`config.mk`:
```
export PLATFORM = sky130hd
export DESIGN_NAME = multicycle_control_unit
export DESIGN_NICKNAME = d
export VERILOG_FILES = /design/src/rtl/multicycle_control_unit.sv
export SDC_FILE = /design/constraint.sdc
export NUM_CORES = 1
export LEC_CHECK = 0
export BUFFER_PORTS_ARGS = -buffer_cell sky130_fd_sc_hd__buf_4
export CAP_MARGIN = 10
export CORE_MARGIN = 10
export CORE_UTILIZATION = 48
export CTS_BUF_LIST = sky130_fd_sc_hd__clkbuf_4 sky130_fd_sc_hd__clkbuf_8
export DETAILED_ROUTE_END_ITERATION = 16
export PLACE_DENSITY = 0.88
export SYNTH_ARGS = -nofsm -noshare
export SYNTH_HDL_FRONTEND = slang
export SYNTH_SLANG_ARGS = --single-unit
```
`constraint.sdc`:
```
create_clock -name clk -period 4.6 [get_ports clk]
set_clock_uncertainty 0.1 [all_clocks]
set_input_delay 0.46 -clock clk [delete_from_list [all_inputs] [get_ports clk]]
set_output_delay 0.46 -clock clk [all_outputs]
set_load 0.05 [all_outputs]
```
`src/rtl/multicycle_control_unit.sv`:
```
// Multicycle MIPS control unit: Moore FSM sequencing fetch/decode/execute/memory/writeback,
// with memory-ready handshake, optional addi/j decode and illegal-instruction detection.
module multicycle_control_unit #(
    parameter logic ENABLE_ADDI = 1'b1,
    parameter logic ENABLE_JUMP = 1'b1,
    parameter logic MEM_WAIT    = 1'b1
) (
    input  logic       clk,
    input  logic       rst_n,
    input  logic [5:0] Op,
    input  logic [5:0] Funct,
    input  logic       MemReady,
    output logic       PCWrite,
    output logic       Branch,
    output logic       IorD,
    output logic       MemWrite,
    output logic       IRWrite,
    output logic       RegDst,
    output logic       MemtoReg,
    output logic       RegWrite,
    output logic       ALUSrcA,
    output logic [1:0] ALUSrcB,
    output logic [1:0] PCSrc,
    output logic [2:0] ALUControl,
    output logic       IllegalInstr,
    output logic [3:0] State
);

    localparam logic [3:0] S_FETCH   = 4'd0;
    localparam logic [3:0] S_DECODE  = 4'd1;
    localparam logic [3:0] S_MEMADR  = 4'd2;
    localparam logic [3:0] S_MEMRD   = 4'd3;
    localparam logic [3:0] S_MEMWB   = 4'd4;
    localparam logic [3:0] S_MEMWR   = 4'd5;
    localparam logic [3:0] S_EXECUTE = 4'd6;
    localparam logic [3:0] S_ALUWB   = 4'd7;
    localparam logic [3:0] S_BRANCH  = 4'd8;
    localparam logic [3:0] S_ADDIEX  = 4'd9;
    localparam logic [3:0] S_ADDIWB  = 4'd10;
    localparam logic [3:0] S_JUMP    = 4'd11;

    localparam logic [5:0] OP_LW   = 6'b100011;
    localparam logic [5:0] OP_SW   = 6'b101011;
    localparam logic [5:0] OP_RTYP = 6'b000000;
    localparam logic [5:0] OP_BEQ  = 6'b000100;
    localparam logic [5:0] OP_ADDI = 6'b001000;
    localparam logic [5:0] OP_J    = 6'b000010;

    localparam logic [5:0] FN_ADD = 6'b100000;
    localparam logic [5:0] FN_SUB = 6'b100010;
    localparam logic [5:0] FN_AND = 6'b100100;
    localparam logic [5:0] FN_OR  = 6'b100101;
    localparam logic [5:0] FN_SLT = 6'b101010;

    logic [3:0] state_r;
    logic [3:0] next_state_s;
    logic       mem_ready_s;
    logic       funct_ok_s;
    logic       op_illegal_s;
    logic [1:0] alu_op_s;

    // Raw (pre-reset-gating) strobes from the state decode
    logic pc_write_s, branch_s, mem_write_s, ir_write_s, reg_write_s, illegal_s;

    assign mem_ready_s = MEM_WAIT ? MemReady : 1'b1;

    // Classify the current Op and Funct fields
    always_comb begin
        funct_ok_s   = 1'b0;
        op_illegal_s = 1'b0;
        case (Funct)
            FN_ADD, FN_SUB, FN_AND, FN_OR, FN_SLT: funct_ok_s = 1'b1;
            default:                               funct_ok_s = 1'b0;
        endcase
        case (Op)
            OP_LW, OP_SW, OP_RTYP, OP_BEQ: op_illegal_s = 1'b0;
            OP_ADDI:                       op_illegal_s = ~ENABLE_ADDI;
            OP_J:                          op_illegal_s = ~ENABLE_JUMP;
            default:                       op_illegal_s = 1'b1;
        endcase
    end

    // Next-state logic
    always_comb begin
        next_state_s = state_r;
        case (state_r)
            S_FETCH: begin
                if (mem_ready_s) begin
                    next_state_s = S_DECODE;
                end else begin
                    next_state_s = S_FETCH;
                end
            end
            S_DECODE: begin
                case (Op)
                    OP_LW, OP_SW: next_state_s = S_MEMADR;
                    OP_RTYP:      next_state_s = S_EXECUTE;
                    OP_BEQ:       next_state_s = S_BRANCH;
                    OP_ADDI:      next_state_s = ENABLE_ADDI ? S_ADDIEX : S_FETCH;
                    OP_J:         next_state_s = ENABLE_JUMP ? S_JUMP : S_FETCH;
                    default:      next_state_s = S_FETCH;
                endcase
            end
            S_MEMADR: begin
                if (Op == OP_LW) begin
                    next_state_s = S_MEMRD;
                end else begin
                    next_state_s = S_MEMWR;
                end
            end
            S_MEMRD: begin
                if (mem_ready_s) begin
                    next_state_s = S_MEMWB;
                end else begin
                    next_state_s = S_MEMRD;
                end
            end
            S_MEMWR: begin
                if (mem_ready_s) begin
                    next_state_s = S_FETCH;
                end else begin
                    next_state_s = S_MEMWR;
                end
            end
            S_EXECUTE: begin
                if (funct_ok_s) begin
                    next_state_s = S_ALUWB;
                end else begin
                    next_state_s = S_FETCH;
                end
            end
            S_ADDIEX: next_state_s = S_ADDIWB;
            S_MEMWB, S_ALUWB, S_BRANCH, S_ADDIWB, S_JUMP: next_state_s = S_FETCH;
            default:  next_state_s = S_FETCH;
        endcase
    end

    // State register; an asserted reset aborts any instruction in flight
    always_ff @(posedge clk or negedge rst_n) begin
        if (!rst_n) begin
            state_r <= S_FETCH;
        end else begin
            state_r <= next_state_s;
        end
    end

    // Moore output decode (plus MemReady in FETCH and Funct in EXECUTE)
    always_comb begin
        pc_write_s  = 1'b0;
        branch_s    = 1'b0;
        IorD        = 1'b0;
        mem_write_s = 1'b0;
        ir_write_s  = 1'b0;
        RegDst      = 1'b0;
        MemtoReg    = 1'b0;
        reg_write_s = 1'b0;
        ALUSrcA     = 1'b0;
        ALUSrcB     = 2'b00;
        PCSrc       = 2'b00;
        alu_op_s    = 2'b00;
        illegal_s   = 1'b0;
        case (state_r)
            S_FETCH: begin
                ALUSrcB    = 2'b01;
                ir_write_s = mem_ready_s;
                pc_write_s = mem_ready_s;
            end
            S_DECODE: begin
                ALUSrcB   = 2'b11;
                illegal_s = op_illegal_s;
            end
            S_MEMADR: begin
                ALUSrcA = 1'b1;
                ALUSrcB = 2'b10;
            end
            S_MEMRD: IorD = 1'b1;
            S_MEMWB: begin
                MemtoReg    = 1'b1;
                reg_write_s = 1'b1;
            end
            S_MEMWR: begin
                IorD        = 1'b1;
                mem_write_s = 1'b1;
            end
            S_EXECUTE: begin
                ALUSrcA   = 1'b1;
                alu_op_s  = 2'b10;
                illegal_s = ~funct_ok_s;
            end
            S_ALUWB: begin
                RegDst      = 1'b1;
                reg_write_s = 1'b1;
            end
            S_BRANCH: begin
                ALUSrcA  = 1'b1;
                alu_op_s = 2'b01;
                PCSrc    = 2'b01;
                branch_s = 1'b1;
            end
            S_ADDIEX: begin
                ALUSrcA = 1'b1;
                ALUSrcB = 2'b10;
            end
            S_ADDIWB: reg_write_s = 1'b1;
            S_JUMP: begin
                PCSrc      = 2'b10;
                pc_write_s = 1'b1;
            end
            default: begin
                pc_write_s = 1'b0;
            end
        endcase
    end

    // ALU decoder
    always_comb begin
        ALUControl = 3'b010;
        case (alu_op_s)
            2'b00: ALUControl = 3'b010;
            2'b01: ALUControl = 3'b110;
            2'b10: begin
                case (Funct)
                    FN_ADD:  ALUControl = 3'b010;
                    FN_SUB:  ALUControl = 3'b110;
                    FN_AND:  ALUControl = 3'b000;
                    FN_OR:   ALUControl = 3'b001;
                    FN_SLT:  ALUControl = 3'b111;
                    default: ALUControl = 3'b010;
                endcase
            end
            default: ALUControl = 3'b010;
        endcase
    end

    // Write/load strobes are held low while reset is asserted, not just once it is sampled
    assign PCWrite      = rst_n & pc_write_s;
    assign Branch       = rst_n & branch_s;
    assign MemWrite     = rst_n & mem_write_s;
    assign IRWrite      = rst_n & ir_write_s;
    assign RegWrite     = rst_n & reg_write_s;
    assign IllegalInstr = rst_n & illegal_s;
    assign State        = state_r;

endmodule

```
== Yosys cells after proc, flatten, opt, wreduce, memory -nomap -nowiden ==
Cells that the tools add are included.
Storage, ports and cells
  input port bits: 15
  output and inout bits: 21
  bits in registers: 4
Cells by class
  equality and inequality tests: 23
  bitwise gates (word level): 7
  multiplexer cells: 24
  reduce and logical (&&, ||, !) cells: 9
Operator list (count)
  $eq 6x6->1 const B: 7
  $pmux 4 s7: 1
  $pmux 4 s5: 1
  $eq 4x3->1 const B: 4
  $eq 4x4->1 const B: 4
  $mux 3: 4
  $pmux 3 s4: 1
  $mux 1: 11
  $eq 4x2->1 const B: 2
  $pmux 2 s2: 2
  $and 1x1->1: 6
  $eq 6x2->1 const B: 1
  $eq 6x3->1 const B: 1
  $eq 6x4->1 const B: 1
  $logic_not 6->1: 1
  $pmux 2 s3: 1
  $pmux 3 s2: 1
  $reduce_or 2->1: 3
  $reduce_or 6->1: 1
  $reduce_or 5->1: 1
  $eq 4x1->1 const B: 1
  $logic_not 4->1: 1
  $pmux 1 s2: 2
  $reduce_or 4->1: 1
  other kinds (4): 4

== Depth between registers and ports, before layout ==
Gate-level depths: netlist of run 1.
  depth in word-level cells: 6
  gate-level depth with buffers: 7
  mapped depth without buffers: 6

== Least setup slack after synthesis of run 1 ==
OpenSTA, ideal clock, no wires.
  path kind: reg-to-output
  from: register state_r[3], in the netlist State[3]
  to: output ALUControl[0]
  path buffers: 0
  required time: 4040 ps
  arrival time: 2507 ps
  stages on the path, launching flop included: 5
  slack: 1533 ps
  path through: dfrtp_1 -> and2b_1 -> and2_1 -> ha_1 -> nor3_1
On the way
  cells in the longest elaborated chain, start to end: 4
RTL lines
  from (decl): line 55  | logic [3:0] state_r;
  from (signal assigned): line 143  | state_r <= next_state_s;
  $eq 4x4->1 or $eq 4x3->1 (tied branches): line 162  | case (state_r)
  $pmux 2 s2 *: line 162
  $eq 2x2->1 or $eq 2x1->1 (tied branches): line 218  | case (alu_op_s)
  $pmux 3 s2 *: line 218
  to (decl): line 24  | output logic [2:0] ALUControl,
Mark *: on every way between the ends. The rest lies on a longest branch, timed or not.

== Final worst setup path of run 1 ==
  from: register state_r[1], in the netlist State[1]
  to: output ALUControl[0]
The elaborated chain is that of the path after synthesis.

==> results_tabular.tex, run 1 <==
\begin{tabular}{lr}
\hline
Metric & Value \\
\hline
\multicolumn{2}{l}{\textbf{Power}} \\
\quad Leakage & 0.482 nW \\
\quad Power after layout & $\sim$0.21 mW \\
\quad Maximum vdd ir drop & 117 uV \\
\quad Pwr/cell area & $\sim$230 nW/um2 \\
\multicolumn{2}{l}{\textbf{Floorplanning}} \\
\quad Effective utilization at floorplan & 49.8\% \\
\quad Die extent in y & roughly 56 um \\
\quad Core Area & around 1300 um2 \\
\quad Full die area & approximately 3200 um2 \\
\quad Horizontal die dimension & 56.5 um \\
\quad Io pins & 36 \\
\quad Rows & 13 \\
\multicolumn{2}{l}{\textbf{Clock network}} \\
\quad Post-CTS setup repair buffer count & 0 \\
\quad CTS tree & built \\
\quad CTS root buffer & sky130\_fd\_sc\_hd\_\_clkbuf\_4 \\
\quad Number of buffers between clock root and the deepest sink & 2 \\
\quad Clock-pin slew on the worst setup and hold paths & roughly 0.040 ns \\
\quad H-tree Lvls & 1 \\
\quad Clock net sink count & 4 \\
\quad Clock latency on the worst-skew pair & approximately 0.24 ns \\
\quad Number of buffers created by CTS & 3 \\
\multicolumn{2}{l}{\textbf{Detailed routing}} \\
\quad Violation count after the first detailed-routing iteration & 12 \\
\quad Total wirelength of the detailed-routed design & 2080 um \\
\quad Routed length per placed instance & between 10 and 15 um \\
\quad Via total after detailed routing & about 800 \\
\quad Number of vias per cell & between 5 and 6 \\
\quad Number of iterations in the first detailed-routing pass & 4 \\
\quad Post-route antenna net violation count & 0 \\
\quad DRC violation count after routing & 0 \\
\multicolumn{2}{l}{\textbf{Placement}} \\
\quad Port Buf Inserts & 35 \\
\quad Routability congestion estimate & 0.839 \\
\quad Hpwl dp & around 1700 um \\
\multicolumn{2}{l}{\textbf{Setup path}} \\
\quad Library cell contributing the largest single delay on the critical path & sky130\_fd\_sc\_hd\_\_dfrtp\_1 \\
\quad Setup crit end kind & primary output \\
\quad Arrival time of data at the critical path endpoint & just under 2 ns \\
\quad Nature of the critical path startpoint & flip-flop \\
\quad WP data required & 4.04 ns \\
\quad Peak fanout along the critical path & 14 \\
\quad Kind of critical path & flip-flop to primary output \\
\quad Sequence of cells on the critical path & nor2b\_1, and2\_1, ha\_1, nor3\_1, buf\_4 \\
\quad Longest individual stage delay on the worst path & between 0.5 and 0.6 ns \\
\multicolumn{2}{l}{\textbf{STA}} \\
\quad Final period utilization & $\sim$55\% \\
\quad Setup TNS & 0 ns \\
\quad Measured slew at the worst slew-check pin & between 0.4 and 0.5 ns \\
\quad Hold slack & about 0.48 ns \\
\quad Headroom to the max-slew limit & just over 70\% \\
\quad Unrepaired setup endpoints after global routing & no \\
\quad Maximum frequency from static timing analysis & slightly below 400 MHz \\
\quad Number of setup violations in the final report & 0 \\
\quad Hold violation count in the final report & 0 \\
\quad Final Max Tran Viols & 0 \\
\quad Crit path time final & approximately 2.5 ns \\
\multicolumn{2}{l}{\textbf{Final layout}} \\
\quad Post-synthesis to final-layout area growth & 45.4\% \\
\quad Fraction of layout instances using a drive strength above 1 & 31.0\% \\
\quad Sequential Area & approximately 100 um2 \\
\quad Filler Cell Count & 110 \\
\quad Nets@finish & $\sim$150 \\
\quad Area taken by multi-input logic gates & around 500 um2 \\
\quad Number of antenna diodes & 0 \\
\quad Largest register FFs & 4 \\
\quad Final core area utilization & between 70\% and 80\% \\
\multicolumn{2}{l}{\textbf{Synthesis}} \\
\quad Mean instance size in the synthesized netlist & 6.87 um2 \\
\quad Post-Syn Area & 639 um2 \\
\quad Total of warnings raised by yosys & 0 \\
\quad Syn Inst Count & 93 \\
\quad Synthesized Nets & approximately 110 \\
\quad Flop and latch count out of synthesis & 4 \\
\quad Fraction of the yosys area taken by sequential cells & 15.7\% \\
\quad Post-synthesis cell type count & 34 \\
\multicolumn{2}{l}{\textbf{Global routing}} \\
\quad Antenna violations before repair & 0 \\
\quad Overall Global Routing Usage & a little over an eighth \\
\quad Global-route track usage on met2 & 22.4\% \\
\quad Met1 track demand over resource & between 10 and 15\% \\
\quad Maximum number of pins on one net before global-route repair & 17 \\
\quad Busiest layer in global routing & met2 \\
\quad Routing usage on met3 & 3.82\% \\
\quad Number of global-route vias before repair & 819 \\
\quad Wire length of the first global-routing pass & between 3000 and 4000 um \\
\quad Global-route congestion overflow total & 0 \\
\multicolumn{2}{l}{\textbf{Flow run}} \\
\quad Max Cap Violations & 0 \\
\multicolumn{2}{l}{\textbf{Outcome}} \\
\quad Status & complete, no violations \\
\multicolumn{2}{l}{\textbf{Hold path}} \\
\quad Hold Crit Class & input port to asynchronous set/reset pin \\
\hline
\end{tabular}
[worst max-delay path: cells and delay by family (launching register included)]
kind / cells / cell delay [ns]
flip-flops: 1 / 0.58
buffers and inverters: 1 / 0.23
AND/OR/NAND/NOR: 3 / 0.65
adder cells (fa/ha/maj): 1 / 0.28
[area by class of cell]
type	instances	share of cell area, %
Sequential cell	4	10.8
Timing Repair Buffer	36	29.3
Clock buffer	3	2.42
Inverter	4	1.62
Multi-Input combinational cell	82	53.8
Tap cell	15	2.02
[cell usage after synthesis (all sizes together)]
| cell type | number | area [um2] |
|---|---|---|
| o21ai | 8 | 40.0 |
| xor2 | 3 | 26.3 |
| or2b | 1 | 7.51 |
| a211oi | 1 | 7.51 |
| a22oi | 2 | 15.0 |
| o21a | 1 | 7.51 |
| nand3 | 1 | 5.00 |
| a21oi | 4 | 20.0 |
| and3b | 1 | 8.76 |
| nand4 | 2 | 12.5 |
| nor4 | 3 | 25.0 |
| nor2 | 15 | 56.3 |
| dfrtp | 4 | 100 |
| and3 | 9 | 56.3 |
| nor3 | 4 | 20.0 |
| o211ai | 2 | 15.0 |
| and2b | 1 | 7.51 |
| and2 | 1 | 6.26 |
| nand2 | 6 | 22.5 |
| ha | 3 | 37.5 |
| buf | 3 | 23.8 |
| mux2i | 2 | 20.0 |
| a221o | 1 | 10.0 |
| inv | 4 | 15.0 |
| or2 | 1 | 8.76 |
| nand2b | 3 | 18.8 |
| a31oi | 1 | 6.26 |
| o21bai | 1 | 7.51 |
| a21o | 1 | 7.51 |
| nor2b | 4 | 25.0 |
[routing by layer]
layer / vias to the layer above / wire length (um)
met2: 37 / 1040
li1: 409 / -
met1: 357 / 860
met4: 0 / 12
met3: 2 / 174
met5: - / 0
[cell families after synthesis]
kind of cell,Yosys count,synth area share [%]
adders and majority gates,3,5.87
buffers and inverters,7,6.07
AOI/OAI and AO/OA,22,21.3
and+or+nand+nor,52,43.8
muxes,2,3.13
DFF,4,15.7
xor gates and xnor gates,3,4.11
[path summary, 6_finish.rpt]
kind / depth (start not counted) / endpoint / from / slack, ns
worst max-delay path: 5 / ALUControl[0] / State[1]$_DFF_PN0_ / 2.05
worst min-delay path: 2 / State[1]$_DFF_PN0_ / rst_n / 0.48
worst max register to register: 4 / State[1]$_DFF_PN0_ / State[1]$_DFF_PN0_ / 3.02
worst min register to register: 1 / State[3]$_DFF_PN0_ / State[2]$_DFF_PN0_ / 0.57
max in group asynchronous: 2 / State[3]$_DFF_PN0_ / rst_n / 3.78
min in group clk: 4 / State[1]$_DFF_PN0_ / Op[4] / 0.48
[repair_timing]
item | CTS | global route
hold buffers | 1 | 0
endpoints found under the hold margin | 4 | 0
gates resized for setup | 0 | 0
[per-stage QoR]
step	cells	instance area [um2]	setup WS, ns
finish	144	930	2.05
global route	144	930	1.97
CTS	144	930	2.08
detailed placement	140	897	2.34
global placement	140	897	2.45
floorplan	93	639	1.53
[cell usage in the layout (no fill, tap or decap), types with 2 or more instances in the layout]
master	n
sky130_fd_sc_hd__mux2i_1	2
sky130_fd_sc_hd__nor4_1	2
sky130_fd_sc_hd__nor3_1	4
sky130_fd_sc_hd__o211ai_1	2
sky130_fd_sc_hd__inv_1	4
sky130_fd_sc_hd__nor2_1	15
sky130_fd_sc_hd__o21ai_0	7
sky130_fd_sc_hd__clkbuf_4	3
sky130_fd_sc_hd__nand2_1	6
sky130_fd_sc_hd__a22oi_1	2
sky130_fd_sc_hd__a21oi_1	4
sky130_fd_sc_hd__nand2b_1	3
sky130_fd_sc_hd__ha_1	3
sky130_fd_sc_hd__and3_1	9
sky130_fd_sc_hd__buf_4	35
sky130_fd_sc_hd__xor2_1	3
sky130_fd_sc_hd__nand4_1	2
sky130_fd_sc_hd__dfrtp_1	4
sky130_fd_sc_hd__nor2b_1	4
[report_power, final]
part / leakage (nW) / internal, mW / total, mW / switching, mW
Sequential: 0.0537 / 0.0382 / 0.0482 / 0.0100
Clock: 0.0138 / 0.0293 / 0.0452 / 0.0160
Combinational: 0.414 / 0.0405 / 0.117 / 0.0769
Total: 0.482 / 0.108 / 0.211 / 0.103
Note: power is estimated with default switching activity, not from simulation.
==> run 2: changes to the inputs <==
ABC_AREA = 1   (was default)
CORE_UTILIZATION = 45   (was 48)
PLACE_DENSITY = 0.83   (was 0.88)
clock period = 2.6 ns   (was 4.6 ns; I/O delays follow)
==> run 2 against run 1 <==
  * Cell area is 5.9% higher
  * Critical path type unchanged
  * Setup slack worse by 1.8 ns
  * Sequential cell count unchanged
  * Non-clock buffer count stayed put
  * First-iteration DRC count is 100% higher
  * Via count grew 5.3%
  * Sequential power up 63%
  * Final cell count up 18%
  * Critical path depth up 5
  * Critical endpoint is now ALUControl[2]
==> results_tabular.tex, run 2 <==
\begin{tabular}{lr}
\hline
Metric & Value \\
\hline
\multicolumn{2}{l}{\textbf{Power}} \\
\quad Switching power total & 0.233 mW (was 0.103 mW) \\
\quad Combinational share of power & 64.6\% (was 55.7\%) \\
\quad Maximum vdd ir drop & 333 uV (was 117 uV) \\
\quad Power after layout & 0.440 mW (was 0.211 mW) \\
\quad Net switching share of the total power & 52.9\% (was 48.8\%) \\
\quad Leakage & 0.542 nW (was 0.482 nW) \\
\quad Internal Pwr Total & 0.207 mW (was 0.108 mW) \\
\quad Clock network power share & 17.5\% (was 21.5\%) \\
\quad Share of total power in sequential cells & 17.9\% (was 22.9\%) \\
\quad Pwr/cell area & 447 nW/um2 (was 227 nW/um2) \\
\multicolumn{2}{l}{\textbf{Synthesis}} \\
\quad Top cells by count, synth & sky130\_fd\_sc\_hd\_\_nor2\_1 (23), sky130\_fd\_sc\_hd\_\_inv\_1 (21), sky130\_fd\_sc\_hd\_\_nand2\_1 (18) (was sky130\_fd\_sc\_hd\_\_nor2\_1 (15), sky130\_fd\_sc\_hd\_\_and3\_1 (9), sky130\_fd\_sc\_hd\_\_o21ai\_0 (7)) \\
\quad Post-Syn Area & 649 um2 (was 639 um2) \\
\quad Share of synthesized flip-flops with an asynchronous set or reset & 100\% (unchanged) \\
\quad Total of warnings raised by yosys & 0 (unchanged) \\
\quad Synthesized Nets & 134 (was 111) \\
\quad Share of Yosys cell area claimed by the top area cell type & 15.4\% (was 15.7\%) \\
\quad Most common cell in the netlist & sky130\_fd\_sc\_hd\_\_nor2\_1 (unchanged) \\
\quad Mean instance size in the synthesized netlist & 5.60 um2 (was 6.87 um2) \\
\quad Cells taking the most area after synthesis & sky130\_fd\_sc\_hd\_\_dfrtp\_1 (15\%), sky130\_fd\_sc\_hd\_\_nor2\_1 (13\%), sky130\_fd\_sc\_hd\_\_nand3\_1 (12\%) (was sky130\_fd\_sc\_hd\_\_dfrtp\_1 (16\%), sky130\_fd\_sc\_hd\_\_and3\_1 (8.8\%), sky130\_fd\_sc\_hd\_\_nor2\_1 (8.8\%)) \\
\quad Area share of fa/ha/maj cells after synthesis & 5.78\% (was 5.87\%) \\
\quad Cell accounting for the most synthesized area & sky130\_fd\_sc\_hd\_\_dfrtp\_1 (unchanged) \\
\quad Fraction of the yosys area taken by sequential cells & 15.4\% (was 15.7\%) \\
\quad Count of flip-flops with a built-in enable after synthesis & 0 (unchanged) \\
\quad Flop and latch count out of synthesis & 4 (unchanged) \\
\quad Basic-gate share of the synthesized area counting and, or, nand and nor cells & 53.4\% (was 43.8\%) \\
\quad Dominant combinational cell family by area after synthesis & simple AND/OR/NAND/NOR gates (unchanged) \\
\quad Syn Inst Count & 116 (was 93) \\
\quad Share of the synthesized area in compound gates (AO/OA/AOI/OAI) & 10.0\% (was 21.3\%) \\
\quad Post-synthesis cell type count & 19 (was 34) \\
\quad Most common flop cell mapped by yosys & sky130\_fd\_sc\_hd\_\_dfrtp\_1 (unchanged) \\
\quad Multiplexer area fraction after synthesis & 0\% (was 3.13\%) \\
\quad Xor/xnor cell area share of the yosys netlist & 0\% (was 4.11\%) \\
\multicolumn{2}{l}{\textbf{Clock network}} \\
\quad Clock latency on the worst-skew pair & 0.24 ns (about the same) \\
\quad Clock-pin slew on the worst setup and hold paths & 0.04 ns (about the same) \\
\quad CTS root buffer & sky130\_fd\_sc\_hd\_\_clkbuf\_4 (unchanged) \\
\quad Number of hold-repair buffers added at the cts stage & 1 (unchanged) \\
\quad Clock net sink count & 4 (unchanged) \\
\quad Post-CTS setup repair buffer count & 0 (unchanged) \\
\quad Number of buffers created by CTS & 3 (unchanged) \\
\quad CTS tree & built (unchanged) \\
\quad H-tree Lvls & 1 (unchanged) \\
\quad Quantity of gates resized following cts & 0 (unchanged) \\
\quad Number of buffers between clock root and the deepest sink & 2 (unchanged) \\
\multicolumn{2}{l}{\textbf{Setup path}} \\
\quad Nature of the critical path startpoint & flip-flop (unchanged) \\
\quad WP data required & 2.24 ns (was 4.04 ns) \\
\quad Setup crit end kind & primary output (unchanged) \\
\quad Peak fanout along the critical path & 4 (was 14) \\
\quad Arrival time of data at the critical path endpoint & 1.95 ns (was 1.99 ns) \\
\quad Kind of critical path & flip-flop to primary output (unchanged) \\
\multicolumn{2}{l}{\textbf{Floorplanning}} \\
\quad Io pins & 36 (unchanged) \\
\quad Effective utilization at floorplan & 48.7\% (was 49.8\%) \\
\quad Horizontal die dimension & 58.0 um (was 56.5 um) \\
\quad Core Area & 1330 um2 (was 1280 um2) \\
\quad Rows & 13 (unchanged) \\
\quad Full die area & 3360 um2 (was 3190 um2) \\
\quad Die extent in y & 58.0 um (was 56.5 um) \\
\multicolumn{2}{l}{\textbf{Final layout}} \\
\quad Largest register FFs & 4 (unchanged) \\
\quad Most used cells in the layout excluding fill and tap cells & sky130\_fd\_sc\_hd\_\_buf\_4 (35), sky130\_fd\_sc\_hd\_\_nor2\_1 (23), sky130\_fd\_sc\_hd\_\_inv\_1 (21), sky130\_fd\_sc\_hd\_\_nand2\_1 (18), sky130\_fd\_sc\_hd\_\_nand3\_1 (16) (was sky130\_fd\_sc\_hd\_\_buf\_4 (35), sky130\_fd\_sc\_hd\_\_nor2\_1 (15), sky130\_fd\_sc\_hd\_\_and3\_1 (9), sky130\_fd\_sc\_hd\_\_o21ai\_0 (7), sky130\_fd\_sc\_hd\_\_nand2\_1 (6)) \\
\quad Post-route non-filler standard cell count & 170 (was 144) \\
\quad Filler Cell Count & 117 (was 110) \\
\quad Fraction of layout instances using a drive strength above 1 & 35.5\% (was 31.0\%) \\
\quad Post-synthesis to final-layout area growth & 51.6\% (was 45.4\%) \\
\quad Most common cell after layout, fill and taps aside & sky130\_fd\_sc\_hd\_\_buf\_4 (unchanged) \\
\quad Number of antenna diodes & 0 (unchanged) \\
\quad Nets@finish & 175 (was 149) \\
\multicolumn{2}{l}{\textbf{STA}} \\
\quad Number of setup violations in the final report & 0 (unchanged) \\
\quad Final period utilization & between 80\% and 90\% \\
\quad Setup TNS & 0 ns (unchanged) \\
\quad Headroom to the max-slew limit & 82.7\% (was 72.1\%) \\
\quad Measured slew at the worst slew-check pin & 0.257 ns (was 0.418 ns) \\
\quad Final Max Tran Viols & 0 (unchanged) \\
\quad Hold violation count in the final report & 0 (unchanged) \\
\quad Unrepaired setup endpoints after global routing & no (unchanged) \\
\quad Crit path time final & between 2 and 2.5 ns \\
\quad Maximum frequency from static timing analysis & 433 MHz \\
\multicolumn{2}{l}{\textbf{Global routing}} \\
\quad Antenna violations before repair & 0 (unchanged) \\
\quad Overall Global Routing Usage & 12.9\% (was 13.3\%) \\
\quad Maximum number of pins on one net before global-route repair & 8 (was 17) \\
\quad Wire length of the first global-routing pass & 3650 um (was 3620 um) \\
\quad Number of global-route vias before repair & 834 (was 819) \\
\quad Global-route congestion overflow total & 0 (unchanged) \\
\multicolumn{2}{l}{\textbf{Detailed routing}} \\
\quad Number of iterations in the first detailed-routing pass & 4 (unchanged) \\
\quad Number of vias per cell & 4.99 (was 5.59) \\
\quad Via total after detailed routing & 848 (was 805) \\
\quad Total wirelength of the detailed-routed design & 2110 um (was 2080 um) \\
\quad Routed length per placed instance & 12.4 um (was 14.5 um) \\
\quad Post-route antenna net violation count & 0 (unchanged) \\
\quad Violation count after the first detailed-routing iteration & 24 (was 12) \\
\quad DRC violation count after routing & 0 (unchanged) \\
\multicolumn{2}{l}{\textbf{Placement}} \\
\quad Hpwl dp & 1810 um (was 1750 um) \\
\quad Cell Count Post-Placement & 166 (was 140) \\
\quad Port Buf Inserts & 35 (unchanged) \\
\quad Routability congestion estimate & 0.892 (was 0.839) \\
\multicolumn{2}{l}{\textbf{Hold path}} \\
\quad Hold Crit Class & input port to flip-flop (was input port to asynchronous set/reset pin) \\
\multicolumn{2}{l}{\textbf{Flow run}} \\
\quad Max Cap Violations & 0 (unchanged) \\
\multicolumn{2}{l}{\textbf{Outcome}} \\
\quad Status & complete, no violations (unchanged) \\
\hline
\end{tabular}
-- run 2: cell type report --
type / instances / area, um2 / share of cell area [%]
multi-input combinational: 86 / 470 / 47.8
timing repair buffer: 36 / 273 / 27.7
sequential: 4 / 100 / 10.2
inverter: 26 / 100 / 10.2
clock buffer: 3 / 22.5 / 2.29
tap: 15 / 18.8 / 1.91
-- run 2: critical path: stages (launching register included) --
cell	delay [ns]
sky130_fd_sc_hd__dfrtp_1	0.43
sky130_fd_sc_hd__inv_1	0.06
sky130_fd_sc_hd__nor2_1	0.12
sky130_fd_sc_hd__inv_1	0.11
sky130_fd_sc_hd__nor2_4	0.11
sky130_fd_sc_hd__inv_1	0.08
sky130_fd_sc_hd__ha_1	0.32
sky130_fd_sc_hd__inv_1	0.08
sky130_fd_sc_hd__nand2_1	0.08
sky130_fd_sc_hd__o22ai_2	0.12
sky130_fd_sc_hd__buf_4	0.22
-- run 2: metal layers --
metal / track usage, % / part of all wire, % / vias up
li1: - / - / 446
met1: 14.2 / 42 / 369
met2: 21.3 / 49 / 31
met3: 4.58 / 8.5 / 2
met4: 6.71 / 0.47 / 0
met5: 0 / 0 / -
-- run 2: cell families (layout without fill, tap and decap cells) --
group,count (synthesis),in the layout
buffers and inverters,26,65
flip-flops,4,4
AND/OR/NAND/NOR,72,72
adder cells (fa/ha/maj),3,3
AO/OA/AOI/OAI,11,11
-- run 2: path summary, 6_finish.rpt --
check,start,endpoint,slack [ns],depth (start not counted)
min in group asynchronous,rst_n,State[1]$_DFF_PN0_,0.32,2
hold reg to reg,State[0]$_DFF_PN0_,State[3]$_DFF_PN0_,0.64,4
max in group asynchronous,rst_n,State[3]$_DFF_PN0_,1.96,2
setup / recovery,State[3]$_DFF_PN0_,ALUControl[2],0.29,10
setup reg to reg,State[1]$_DFF_PN0_,State[1]$_DFF_PN0_,1.27,7
hold / removal,MemReady,State[2]$_DFF_PN0_,0.21,3
-- run 2: metrics by stage --
step	hold WS, ns	util (%)	cell area (um2)	setup WS [ns]
after floorplan	-0.136	-	671	-0.103
after global placement	-0.0317	71.4	952	0.584
after detailed placement	-0.0299	71.4	952	0.533
after CTS	0.196	73.8	985	0.275
after global routing	0.185	73.8	985	0.0715
final	0.210	73.8	985	0.290
-- run 2: power groups by stage --
stage	combinational [mW]	clock (mW)	sequential, mW
floorplan	0.171	0	0.105
global placement	0.280	0	0.0795
detailed placement	0.283	0	0.0794
CTS	0.285	0.0772	0.0787
global route	0.305	0.0908	0.0796
finish	0.284	0.0771	0.0786
